==> src/rtl/bullet_pkg.sv <==
// Shared types and screen bounds for the projectile pool.
// Latency: n/a (types, constants and a width helper only).
// Backpressure: n/a.
package bullet_pkg;

   localparam int COORD_W      = 10;
   localparam int SCREEN_X_MAX = 639;
   localparam int SCREEN_Y_MAX = 479;

   // Encoding matches the tank's tank_dir output bit-for-bit.
   typedef enum logic [1:0] {
      DIR_UP    = 2'b00,
      DIR_DOWN  = 2'b01,
      DIR_LEFT  = 2'b10,
      DIR_RIGHT = 2'b11
   } dir_t;

   typedef struct packed {
      logic               active;
      logic [COORD_W-1:0] x;
      logic [COORD_W-1:0] y;
      dir_t               dir;
   } bullet_t;

   // One extra bit so that far-edge sums never wrap before being compared.
   function automatic logic [COORD_W:0] widen(input logic [COORD_W-1:0] v);
      return {1'b0, v};
   endfunction

endpackage

==> src/rtl/bullet_slot.sv <==
// One projectile slot: moves or retires on tick, loads on spawn, flags pixel hits.
// Latency: state updates one Clk after tick/load; hit is combinational from state.
// Backpressure: none; load is only asserted by the pool for a slot that is inactive.
module bullet_slot
   import bullet_pkg::*;
#(
   parameter int BULLET_SIZE = 4,
   parameter int BULLET_STEP = 4,
   parameter int X_MAX       = SCREEN_X_MAX,
   parameter int Y_MAX       = SCREEN_Y_MAX
) (
   input  logic               Clk,
   input  logic               Reset_n,
   input  logic               tick,
   input  logic               load,
   input  logic [COORD_W-1:0] load_x,
   input  logic [COORD_W-1:0] load_y,
   input  dir_t               load_dir,
   input  logic [COORD_W-1:0] DrawX,
   input  logic [COORD_W-1:0] DrawY,
   output logic               active,
   output logic               active_nxt,
   output logic               hit
);

   localparam logic [COORD_W-1:0] STEP_N = COORD_W'(BULLET_STEP);
   localparam logic [COORD_W:0]   REACH  = (COORD_W+1)'(BULLET_STEP + BULLET_SIZE - 1);
   localparam logic [COORD_W:0]   SPAN   = (COORD_W+1)'(BULLET_SIZE - 1);
   localparam logic [COORD_W:0]   X_LIM  = (COORD_W+1)'(X_MAX);
   localparam logic [COORD_W:0]   Y_LIM  = (COORD_W+1)'(Y_MAX);

   bullet_t cur;
   bullet_t nxt;

   // Next state: spawn load, else one step in the stored direction or retire at the edge.
   always_comb begin
      nxt = cur;
      if (load) begin
         nxt.active = 1'b1;
         nxt.x      = load_x;
         nxt.y      = load_y;
         nxt.dir    = load_dir;
      end else if (tick && cur.active) begin
         case (cur.dir)
            DIR_UP: begin
               if (cur.y < STEP_N) nxt.active = 1'b0;
               else                nxt.y      = cur.y - STEP_N;
            end
            DIR_DOWN: begin
               if (widen(cur.y) + REACH > Y_LIM) nxt.active = 1'b0;
               else                              nxt.y      = cur.y + STEP_N;
            end
            DIR_LEFT: begin
               if (cur.x < STEP_N) nxt.active = 1'b0;
               else                nxt.x      = cur.x - STEP_N;
            end
            DIR_RIGHT: begin
               if (widen(cur.x) + REACH > X_LIM) nxt.active = 1'b0;
               else                              nxt.x      = cur.x + STEP_N;
            end
         endcase
      end
   end

   // Slot state register; reset kills the bullet immediately.
   always_ff @(posedge Clk or negedge Reset_n) begin
      if (!Reset_n) cur <= '0;
      else          cur <= nxt;
   end

   // Square hit test against the current pixel.
   always_comb begin
      hit = cur.active
         && (DrawX >= cur.x) && (widen(DrawX) <= widen(cur.x) + SPAN)
         && (DrawY >= cur.y) && (widen(DrawY) <= widen(cur.y) + SPAN);
   end

   assign active     = cur.active;
   assign active_nxt = nxt.active;

endmodule

==> src/rtl/bullet_pool.sv <==
// Projectile pool: latches fire strobes, spawns/advances/retires bullets per frame tick, drives is_bullet.
// Latency: tick 1 Clk after frame_clk rise; fire_ack/fire_drop/active_count 1 Clk after tick; is_bullet combinational.
// Backpressure: refusals (cooldown, full pool, off-screen) pulse fire_drop; FIRE_REQ_HOLD_EN retries cooldown/full refusals instead.
module bullet_pool
   import bullet_pkg::*;
#(
   parameter int NUM_BULLETS     = 4,
   parameter int BULLET_SIZE     = 4,
   parameter int BULLET_STEP     = 4,
   parameter int COOLDOWN_FRAMES = 15,
   parameter int TANK_W          = 32,
   parameter int TANK_H          = 32,
   parameter int X_MAX           = SCREEN_X_MAX,
   parameter int Y_MAX           = SCREEN_Y_MAX
) (
   input  logic                             Clk,
   input  logic                             Reset_n,
   input  logic                             frame_clk,
   input  logic                             is_shooting,
   input  logic [9:0]                       tank_X,
   input  logic [9:0]                       tank_Y,
   input  logic [1:0]                       tank_dir,
   input  logic [9:0]                       DrawX,
   input  logic [9:0]                       DrawY,
   output logic                             is_bullet,
   output logic                             fire_ack,
   output logic                             fire_drop,
   output logic [$clog2(NUM_BULLETS+1)-1:0] active_count
);

   localparam int CNT_W = $clog2(NUM_BULLETS + 1);
   localparam int CD_W  = (COOLDOWN_FRAMES > 0) ? $clog2(COOLDOWN_FRAMES + 1) : 1;

   localparam logic [COORD_W:0] SIZE_W = (COORD_W+1)'(BULLET_SIZE);
   localparam logic [COORD_W:0] SPAN   = (COORD_W+1)'(BULLET_SIZE - 1);
   localparam logic [COORD_W:0] X_LIM  = (COORD_W+1)'(X_MAX);
   localparam logic [COORD_W:0] Y_LIM  = (COORD_W+1)'(Y_MAX);
   localparam logic [COORD_W:0] TW     = (COORD_W+1)'(TANK_W);
   localparam logic [COORD_W:0] TH     = (COORD_W+1)'(TANK_H);
   localparam logic [COORD_W:0] CX_OFF = (COORD_W+1)'(TANK_W/2 - BULLET_SIZE/2);
   localparam logic [COORD_W:0] CY_OFF = (COORD_W+1)'(TANK_H/2 - BULLET_SIZE/2);

   logic                   frame_d;
   logic                   tick;
   logic                   fire_req;
   logic [CD_W-1:0]        cooldown;

   logic [NUM_BULLETS-1:0] slot_act;
   logic [NUM_BULLETS-1:0] slot_act_nxt;
   logic [NUM_BULLETS-1:0] slot_hit;
   logic [NUM_BULLETS-1:0] free_vec;
   logic [NUM_BULLETS-1:0] sel_vec;
   logic [NUM_BULLETS-1:0] load_vec;

   logic [COORD_W:0]       tx, ty, cx, cy;
   logic [COORD_W:0]       sx, sy;
   logic                   spawn_ok;
   logic                   req_eff, room, cd_zero;
   logic                   spawn, refuse, hold;
   logic [CNT_W-1:0]       pop;

   // Spawn point just outside the tank's facing edge; reject it if any part would be off-screen.
   always_comb begin
      tx       = widen(tank_X);
      ty       = widen(tank_Y);
      cx       = tx + CX_OFF;
      cy       = ty + CY_OFF;
      sx       = '0;
      sy       = '0;
      spawn_ok = 1'b0;
      case (dir_t'(tank_dir))
         DIR_UP: begin
            sx       = cx;
            sy       = (ty >= SIZE_W) ? ty - SIZE_W : '0;
            spawn_ok = (ty >= SIZE_W) && (cx + SPAN <= X_LIM);
         end
         DIR_DOWN: begin
            sx       = cx;
            sy       = ty + TH;
            spawn_ok = (sy + SPAN <= Y_LIM) && (cx + SPAN <= X_LIM);
         end
         DIR_LEFT: begin
            sx       = (tx >= SIZE_W) ? tx - SIZE_W : '0;
            sy       = cy;
            spawn_ok = (tx >= SIZE_W) && (cy + SPAN <= Y_LIM);
         end
         DIR_RIGHT: begin
            sx       = tx + TW;
            sy       = cy;
            spawn_ok = (sx + SPAN <= X_LIM) && (cy + SPAN <= Y_LIM);
         end
      endcase
   end

   // Fire decision on a tick; free slots are those inactive before the tick, lowest index wins.
   always_comb begin
      free_vec = ~slot_act;
      sel_vec  = free_vec & (~free_vec + NUM_BULLETS'(1));
      req_eff  = fire_req | is_shooting;
      room     = |free_vec;
      cd_zero  = (cooldown == '0);
      spawn    = tick && req_eff && cd_zero && room && spawn_ok;
`ifdef FIRE_REQ_HOLD_EN
      hold     = tick && req_eff && !(cd_zero && room);
`else
      hold     = 1'b0;
`endif
      refuse   = tick && req_eff && !spawn && !hold;
      load_vec = spawn ? sel_vec : '0;
   end

   genvar g;
   generate
      for (g = 0; g < NUM_BULLETS; g++) begin : g_slot
         bullet_slot #(
            .BULLET_SIZE (BULLET_SIZE),
            .BULLET_STEP (BULLET_STEP),
            .X_MAX       (X_MAX),
            .Y_MAX       (Y_MAX)
         ) u_slot (
            .Clk        (Clk),
            .Reset_n    (Reset_n),
            .tick       (tick),
            .load       (load_vec[g]),
            .load_x     (sx[COORD_W-1:0]),
            .load_y     (sy[COORD_W-1:0]),
            .load_dir   (dir_t'(tank_dir)),
            .DrawX      (DrawX),
            .DrawY      (DrawY),
            .active     (slot_act[g]),
            .active_nxt (slot_act_nxt[g]),
            .hit        (slot_hit[g])
         );
      end
   endgenerate

   // Population of the slot state that will be loaded on this edge.
   always_comb begin
      pop = '0;
      for (int i = 0; i < NUM_BULLETS; i++) pop = pop + CNT_W'(slot_act_nxt[i]);
   end

   assign is_bullet = |slot_hit;

   // Frame tick: one-Clk pulse on the registered rising edge of frame_clk.
   always_ff @(posedge Clk or negedge Reset_n) begin
      if (!Reset_n) begin
         frame_d <= 1'b0;
         tick    <= 1'b0;
      end else begin
         frame_d <= frame_clk;
         tick    <= frame_clk & ~frame_d;
      end
   end

   // Request latch: catches short strobes between ticks, consumed (or held) at each tick.
   always_ff @(posedge Clk or negedge Reset_n) begin
      if (!Reset_n)         fire_req <= 1'b0;
      else if (tick)        fire_req <= hold;
      else if (is_shooting) fire_req <= 1'b1;
   end

   // Cooldown counts frame ticks after each spawn.
   always_ff @(posedge Clk or negedge Reset_n) begin
      if (!Reset_n)             cooldown <= '0;
      else if (spawn)           cooldown <= CD_W'(COOLDOWN_FRAMES);
      else if (tick && !cd_zero) cooldown <= cooldown - CD_W'(1);
   end

   // Outcome pulses and live-slot count, aligned with the slot state update.
   always_ff @(posedge Clk or negedge Reset_n) begin
      if (!Reset_n) begin
         fire_ack     <= 1'b0;
         fire_drop    <= 1'b0;
         active_count <= '0;
      end else begin
         fire_ack     <= spawn;
         fire_drop    <= refuse;
         active_count <= pop;
      end
   end

endmodule

==> config.mk <==
export PLATFORM = sky130hd
export DESIGN_NAME = bullet_pool
export DESIGN_NICKNAME = d
export VERILOG_FILES = /design/src/rtl/bullet_pkg.sv /design/src/rtl/bullet_slot.sv /design/src/rtl/bullet_pool.sv
export SDC_FILE = /design/constraint.sdc
export NUM_CORES = 1
export LEC_CHECK = 0
export BUFFER_PORTS_ARGS = -buffer_cell sky130_fd_sc_hd__buf_2
export CORE_MARGIN = 1
export CORE_UTILIZATION = 55
export DETAILED_ROUTE_END_ITERATION = 8
export HOLD_SLACK_MARGIN = 0.1
export MAX_ROUTING_LAYER = met4
export PLACE_DENSITY = 0.77
export SYNTH_ARGS = -nofsm -noshare
export SYNTH_HDL_FRONTEND = slang
export SYNTH_SLANG_ARGS = --single-unit
==> constraint.sdc <==
create_clock -name Clk -period 5 [get_ports Clk]
set_input_delay 0.25 -clock Clk [delete_from_list [all_inputs] [get_ports Clk]]
set_output_delay 0.25 -clock Clk [all_outputs]
set_load 0.03 [all_outputs]
After elaboration in Yosys (flattened, before gate mapping)
Index checks and enable logic that the tools add are counted.
{"block": "word_totals", "regBits": 104, "out_inout_bits": 6}
{"block": "classes", "n_addsub": 47, "order_cmp": 38, "eq_ne": 31, "mux": 62, "bitwise": 6, "n_reduce_logical": 64}
{"op": "2-to-1 mux 10 bit", "n": 18}
{"op": "2-to-1 mux 21 bit", "n": 8}
{"op": "case mux 10 bit (2 select lines)", "n": 8}
{"op": "subtractor 10 x 3 -> 10 bit (second input constant)", "n": 10}
{"op": "adder 10 x 2 -> 11 bit (second input constant)", "n": 8}
{"op": "adder 10 x 3 -> 11 bit (second input constant)", "n": 8}
{"op": "less-or-equal comparator 10 x 11 -> 1 bit", "n": 8}
{"op": "adder 10 x 3 -> 10 bit (second input constant)", "n": 8}
{"op": "greater-or-equal comparator 10 bit", "n": 8}
{"op": "less-than comparator 10 x 3 -> 1 bit (second input constant)", "n": 8}
{"op": "case mux 10 bit (3 select lines)", "n": 2}
{"op": "!= test 3 bit (second input constant)", "n": 16}
{"op": "adder 11 x 2 -> 11 bit (second input constant)", "n": 4}
{"op": "greater-than comparator 11 x 10 -> 1 bit (second input constant)", "n": 4}
{"op": "greater-than comparator 11 x 9 -> 1 bit (second input constant)", "n": 4}
{"op": "AND reduction 4 bit", "n": 8}
{"op": "logical AND 1 bit", "n": 30}
{"op": "nonzero test 3 bit", "n": 8}
{"op": "adder 10 x 4 -> 11 bit (second input constant)", "n": 2}
{"op": "adder 10 x 6 -> 11 bit (second input constant)", "n": 2}
{"op": "less-or-equal comparator 11 x 10 -> 1 bit (second input constant)", "n": 2}
{"op": "less-or-equal comparator 11 x 9 -> 1 bit (second input constant)", "n": 2}
{"op": "equality test 2 bit (second input constant)", "n": 10}
{"op": "greater-or-equal comparator 10 x 3 -> 1 bit (second input constant)", "n": 2}
{"op": "20 further kinds", "n": 60}

Depth between registers and ports, before layout
{"block": "logic_depth", "word_depth": 11, "mapped_depth": 18, "mapped_depth_nobuf": 15}

By module
Synthesis repeated with hierarchy kept, for this count alone.
{"block": "hier_totals", "cells_unflattened": 1952, "area_unflattened_um2": 15318.4}
{"module": "bullet_slot (g_slot[0].u_slot ...)", "instances": 2, "cells_per_inst": 396, "area_per_inst_um2": 3170.5}
{"module": "bullet_slot (g_slot[3].u_slot)", "instances": 1, "cells_per_inst": 401, "area_per_inst_um2": 3188.1}
{"module": "bullet_slot (g_slot[2].u_slot)", "instances": 1, "cells_per_inst": 377, "area_per_inst_um2": 3009.1}
{"module": "bullet_pool", "instances": 1, "cells_per_inst": 382, "area_per_inst_um2": 2780.2}

Worst setup path after synthesis
No wires, ideal clock.
{"block": "synth_path", "path_kind": "in2reg", "start": "in tank_X[5]", "end": "reg active_count[1]", "setup_ns": 0.126, "arrival_time_ns": 3.680, "required_time_ns": 4.874, "path_slack_ns": 1.194, "path_stages": 17, "path_cell_list": "buf_2 > inv_1 > ha_1 > nand4bb_1 > o21ai_0 > mux2i_1 > o221ai_1 > a31o_1 > or3_1 > buf_6 > a21oi_4 > buf_6 > buf_2 > a21o_1 > fa_1 > ha_1 > ha_1"}
{"block": "synth_between", "word_cells_on_any_way": 21}
{"item": "start, declared", "line": "bullet_pool.sv:20", "source": "input logic [9:0] tank_X,"}
{"item": "adder 10 x 6 -> 11 bit or adder 10 x 4 -> 11 bit (tied branches)", "line": "bullet_pool.sv:88, bullet_pool.sv:66"}
{"item": "adder 11 x 2 -> 11 bit, on equally long branches", "line": "bullet_pool.sv:90, bullet_pool.sv:75, bullet_pool.sv:80"}
{"item": "less-or-equal comparator 11 x 10 -> 1 bit, on equally long branches", "line": "bullet_pool.sv:90, bullet_pool.sv:75, bullet_pool.sv:80"}
{"item": "logical AND 1 bit, on equally long branches", "line": "bullet_pool.sv:90, bullet_pool.sv:75, bullet_pool.sv:80"}
{"item": "case mux 1 bit (4 select lines) *", "line": "bullet_pool.sv:71", "source": "case (dir_t'(tank_dir))"}
{"item": "logical AND 1 bit *", "line": "bullet_pool.sv:102", "source": "spawn = tick && req_eff && cd_zero && room && spawn_ok;"}
{"item": "2-to-1 mux 4 bit *", "line": "bullet_pool.sv:109", "source": "load_vec = spawn ? sel_vec : '0;"}
{"item": "2-to-1 mux 21 bit *", "line": "bullet_slot.sv:38", "source": "if (load) begin"}
{"item": "via g_slot[3].u_slot.active_nxt", "line": "bullet_slot.sv:22", "source": "output logic active_nxt,"}
{"item": "adder 3 x 1 -> 3 bit *", "line": "bullet_pool.sv:140", "source": "for (int i = 0; i < NUM_BULLETS; i++) pop = pop + CNT_W'(slot_act_nxt[i]);"}
{"item": "via pop[1]", "line": "bullet_pool.sv:60", "source": "logic [CNT_W-1:0] pop;"}
{"item": "end signal, assigned", "line": "bullet_pool.sv:179", "source": "active_count <= pop;"}
{"item": "end, declared", "line": "bullet_pool.sv:28", "source": "output logic [$clog2(NUM_BULLETS+1)-1:0] active_count"}
The timed path passes the listed nets; every way through them passes the cells marked *.
A chain may end at the register's enable or synchronous reset.

Final worst setup path
{"block": "layout_path", "start": "reg g_slot[3].u_slot.cur[5] (netlist name)", "end": "out is_bullet"}
{"block": "layout_between", "elab_chain_cells": 4, "word_cells_on_any_way": 6}
{"item": "start, declared", "line": "bullet_slot.sv:32", "source": "bullet_t cur;"}
{"item": "start signal, assigned", "line": "bullet_slot.sv:68", "source": "else cur <= nxt;"}
{"item": "adder 10 x 2 -> 11 bit or greater-or-equal comparator 10 bit (tied branches)", "line": "bullet_slot.sv:75", "source": "&& (DrawY >= cur.y) && (widen(DrawY) <= widen(cur.y) + SPAN);"}
{"item": "less-or-equal comparator 10 x 11 -> 1 bit or logical AND 1 bit (tied branches)", "line": "bullet_slot.sv:75"}
{"item": "logical AND 1 bit *", "line": "bullet_slot.sv:75"}
{"item": "OR reduction 4 bit *", "line": "bullet_pool.sv:143", "source": "assign is_bullet = |slot_hit;"}
{"item": "end, declared", "line": "bullet_pool.sv:25", "source": "output logic is_bullet,"}
Mark *: on every way between the ends. The rest lies on a longest branch, timed or not.

==> flow_metrics.env <==
export IMPL_hold_viol_final=0
export IMPL_synth_distinct_cells=90
export IMPL_antenna_left=0
export IMPL_avgSynthCellArea_sq_um=7.77
export IMPL_cap_violations=0
export IMPL_ys_seq_area_frac=0.178
export IMPL_grt_setup_unrepaired="no"
export IMPL_p_per_area_nw_per_um2=241
export IMPL_synthMostInstantiatedCell="ha_1"
export IMPL_drt_vias_per_instance=6.59
export IMPL_clk_latency_ps=370
export IMPL_cp_max_fo=9
export IMPL_grt_usage=0.324
export IMPL_die_width_um=165
export IMPL_dr_wl_met2_mm=20.3
export IMPL_crit_start="g_slot[3].u_slot.cur[5]$_DFFE_PN0P_"
export IMPL_syn2layout_area_growth_pct=4.57
export IMPL_io_pins=52
export IMPL_path_class="flip-flop to output port"
export IMPL_wl_met3_mm=2.49
export IMPL_globalRoute_totalOverflow=0
export IMPL_final_nets=2142
export IMPL_ys_flop_type="dfrtp_1"
export IMPL_die_area_sq_um=27200
export IMPL_vias=14500
export IMPL_yosysWarnings=0
export IMPL_clockRootBuffer="clkbuf_16"
export IMPL_cts_resized=0
export IMPL_synth_edf_count=0
export IMPL_io_buffers=51
export IMPL_synth_top_area_share=0.200
export IMPL_antennaDiodeCount=0
export IMPL_gp_congestion=0.977
export IMPL_async_flop_share=1.00
export IMPL_syn_num_nets=2160
export IMPL_wl_mm=42.6
export IMPL_reg2reg_to="active_count[1]$_DFF_PN0_"
export IMPL_initialDrtViolationCount=1442
export IMPL_fin_crit_ps=4200
export IMPL_highest_layer="met4"
export IMPL_rr_startpoint="cooldown[0]$_DFFE_PN0P_"
export IMPL_cp_end_kind="output port"
export IMPL_outcome="finished, final reports clean"
export IMPL_drive_above_1_share=0.0670
export IMPL_clock_sinks=104
export IMPL_synth_area_top_cells="ha_1 20%, dfrtp_1 18%, xnor2_1 5.5%"
export IMPL_worst_r2r_cell_count=16
export IMPL_skew_ps=10.5
export IMPL_r2r_setup_slack_ps=890
export IMPL_firstDrtPassIters=7
export IMPL_fp_dieH_um=165
export IMPL_path_clk_slew_ps=80
export IMPL_fmax_ghz=0.238
export IMPL_cts_setup_buffers=0
export IMPL_critPathCapture="is_bullet"
export IMPL_finalMaxSlewViolations=0
export IMPL_synth_area_sq_um=14600
export IMPL_cp_start_kind="flip-flop"
export IMPL_yosys_area_top_type="ha_1"
export IMPL_place_hpwl_mm=33.3
export IMPL_wl_per_cell_um=19.4
export IMPL_row_count=59
export IMPL_cts_buffer_depth=2
export IMPL_worst_pin_slew_ps=1230
export IMPL_ctsHoldBuffers=2
export IMPL_drt_met1_wl_mm=18.4
export IMPL_peakVddDrop_mv=0.278
export IMPL_grt_pass1_wl_mm=68.1
export IMPL_crit_required_ps=4750
export IMPL_tritoncts_num_buffers=9
export IMPL_critical_path_arrival_ps=3950
export IMPL_yosys_top_cells_count="234 x ha_1, 155 x o21ai_0, 142 x nand2_1"
export IMPL_fillers=2400
export IMPL_synth_cells=1879
export IMPL_cts_tree="yes"
export IMPL_start_util=0.560
export IMPL_tns_ps=0
export IMPL_setup_viol=0
export IMPL_leakage_nw=6.57
export IMPL_grt_pass1_vias=13600
export IMPL_grt_max_degree=65
export IMPL_core_sq_um=26100
export IMPL_slew_headroom=0.170
export IMPL_ys_ff_latch=104
export IMPL_h_tree_depth=3
export IMPL_hp_class="input pin to flip-flop"
export IMPL_power_mw=3.69
export IMPL_drc=0
export IMPL_antenna_found_initial=0
export IMPL_fin_crit_sh=0.840
==> report_power, final <==
part / switching [mW] / leakage, nW / internal [mW]
Clock: 0.348 / 0.148 / 0.393
Sequential: 0.275 / 1.17 / 0.965
Combinational: 1.00 / 5.25 / 0.701
==> cell type report <==
type,count,area (sq um),share of cell area
multi-input cells,1560,11100,0.729
flip-flops and latches,104,2600,0.170
inverters,122,458,0.0300
well taps,335,419,0.0274
repair buffers,64,360,0.0236
clock buffers,10,229,0.0150
clock inverters,6,66.3,0.00434
==> worst min-delay path by stage <==
stage | slack (ps) | startpoint | endpoint | cells after the start
floorplan | -50 | Reset_n | active_count[0]$_DFF_PN0_ | 0
global placement | 380 | frame_d$_DFF_PN0_ | tick$_DFF_PN0_ | 1
detailed placement | 410 | frame_clk | frame_d$_DFF_PN0_ | 1
CTS | 160 | is_shooting | fire_req$_DFFE_PN0P_ | 3
global route | 190 | is_shooting | fire_req$_DFFE_PN0P_ | 3
finish | 190 | is_shooting | fire_req$_DFFE_PN0P_ | 3
==> placed cells by master (no fill, tap or decap), types with 13 or more instances in the layout <==
master	n
and3_1	16
nand2_1	142
o21ai_0	155
nor2b_1	35
o211ai_1	29
mux2i_1	15
o22ai_1	17
a21boi_0	14
xor2_1	19
nor4_1	18
mux2_2	13
buf_2	50
dfrtp_1	104
inv_1	116
nand2b_1	27
a211oi_1	25
nor2_1	122
o21a_1	33
nand4_1	31
or3_1	25
a21oi_1	98
a31oi_1	26
xnor2_1	92
ha_1	234
nor3_1	88
o31ai_1	13
nand3_1	64
==> through the flow <==
| step | instances | util | hold slack, ps | cell area (sq um) | setup slack [ps] |
|---|---|---|---|---|---|
| final | 2201 | 0.586 | 185 | 15300 | 798 |
| after global placement | 2183 | 0.574 | 384 | 15000 | 736 |
| after CTS | 2201 | 0.586 | 165 | 15300 | 860 |
| after global routing | 2201 | 0.586 | 191 | 15300 | 573 |
| after floorplan | 1879 | - | -45.6 | 14600 | 1190 |
| after detailed placement | 2183 | 0.574 | 407 | 15000 | 630 |
==> worst max-delay path: stages (launching register included) <==
cell and delay (ps):
dfrtp_1 530, ha_1 320, nor2b_1 280, nand3_1 160
nor3_1 230, xnor2_1 110, ha_1 330, and4_1 190
nand3_1 80, o22ai_1 120, a31o_2 130, a21oi_1 60
or4_1 500, o2111ai_1 290, buf_2 250
==> kinds of logic (layout without fill, tap and decap cells) <==
group | after synthesis | after routing | share of synthesized area
compound gates | 555 | 555 | 0.254
xor+xnor | 111 | 111 | 0.0666
fa+ha+maj | 236 | 236 | 0.203
buf+inv | 215 | 202 | 0.0597
flops | 104 | 104 | 0.178
mux | 28 | 28 | 0.0203
simple gates | 630 | 630 | 0.219
==> sequential cells by signal, summed over array words and instances (netlist names) <==
| signal | cells |
|---|---|
| fire_drop | 1 |
| tick | 1 |
| g_slot.u_slot.active | 4 |
| fire_ack | 1 |
| frame_d | 1 |
| fire_req | 1 |
| g_slot.u_slot.cur | 88 |
| active_count | 3 |
| cooldown | 4 |
==> layer usage <==
layer | GRT usage | vias to the layer above
li1 | - | 6906
met1 | 0.402 | 6896
met2 | 0.543 | 574
met3 | 0.0264 | 118
met4 | 0.131 | 0
met5 | - | -
(Power assumes the default switching activity.)
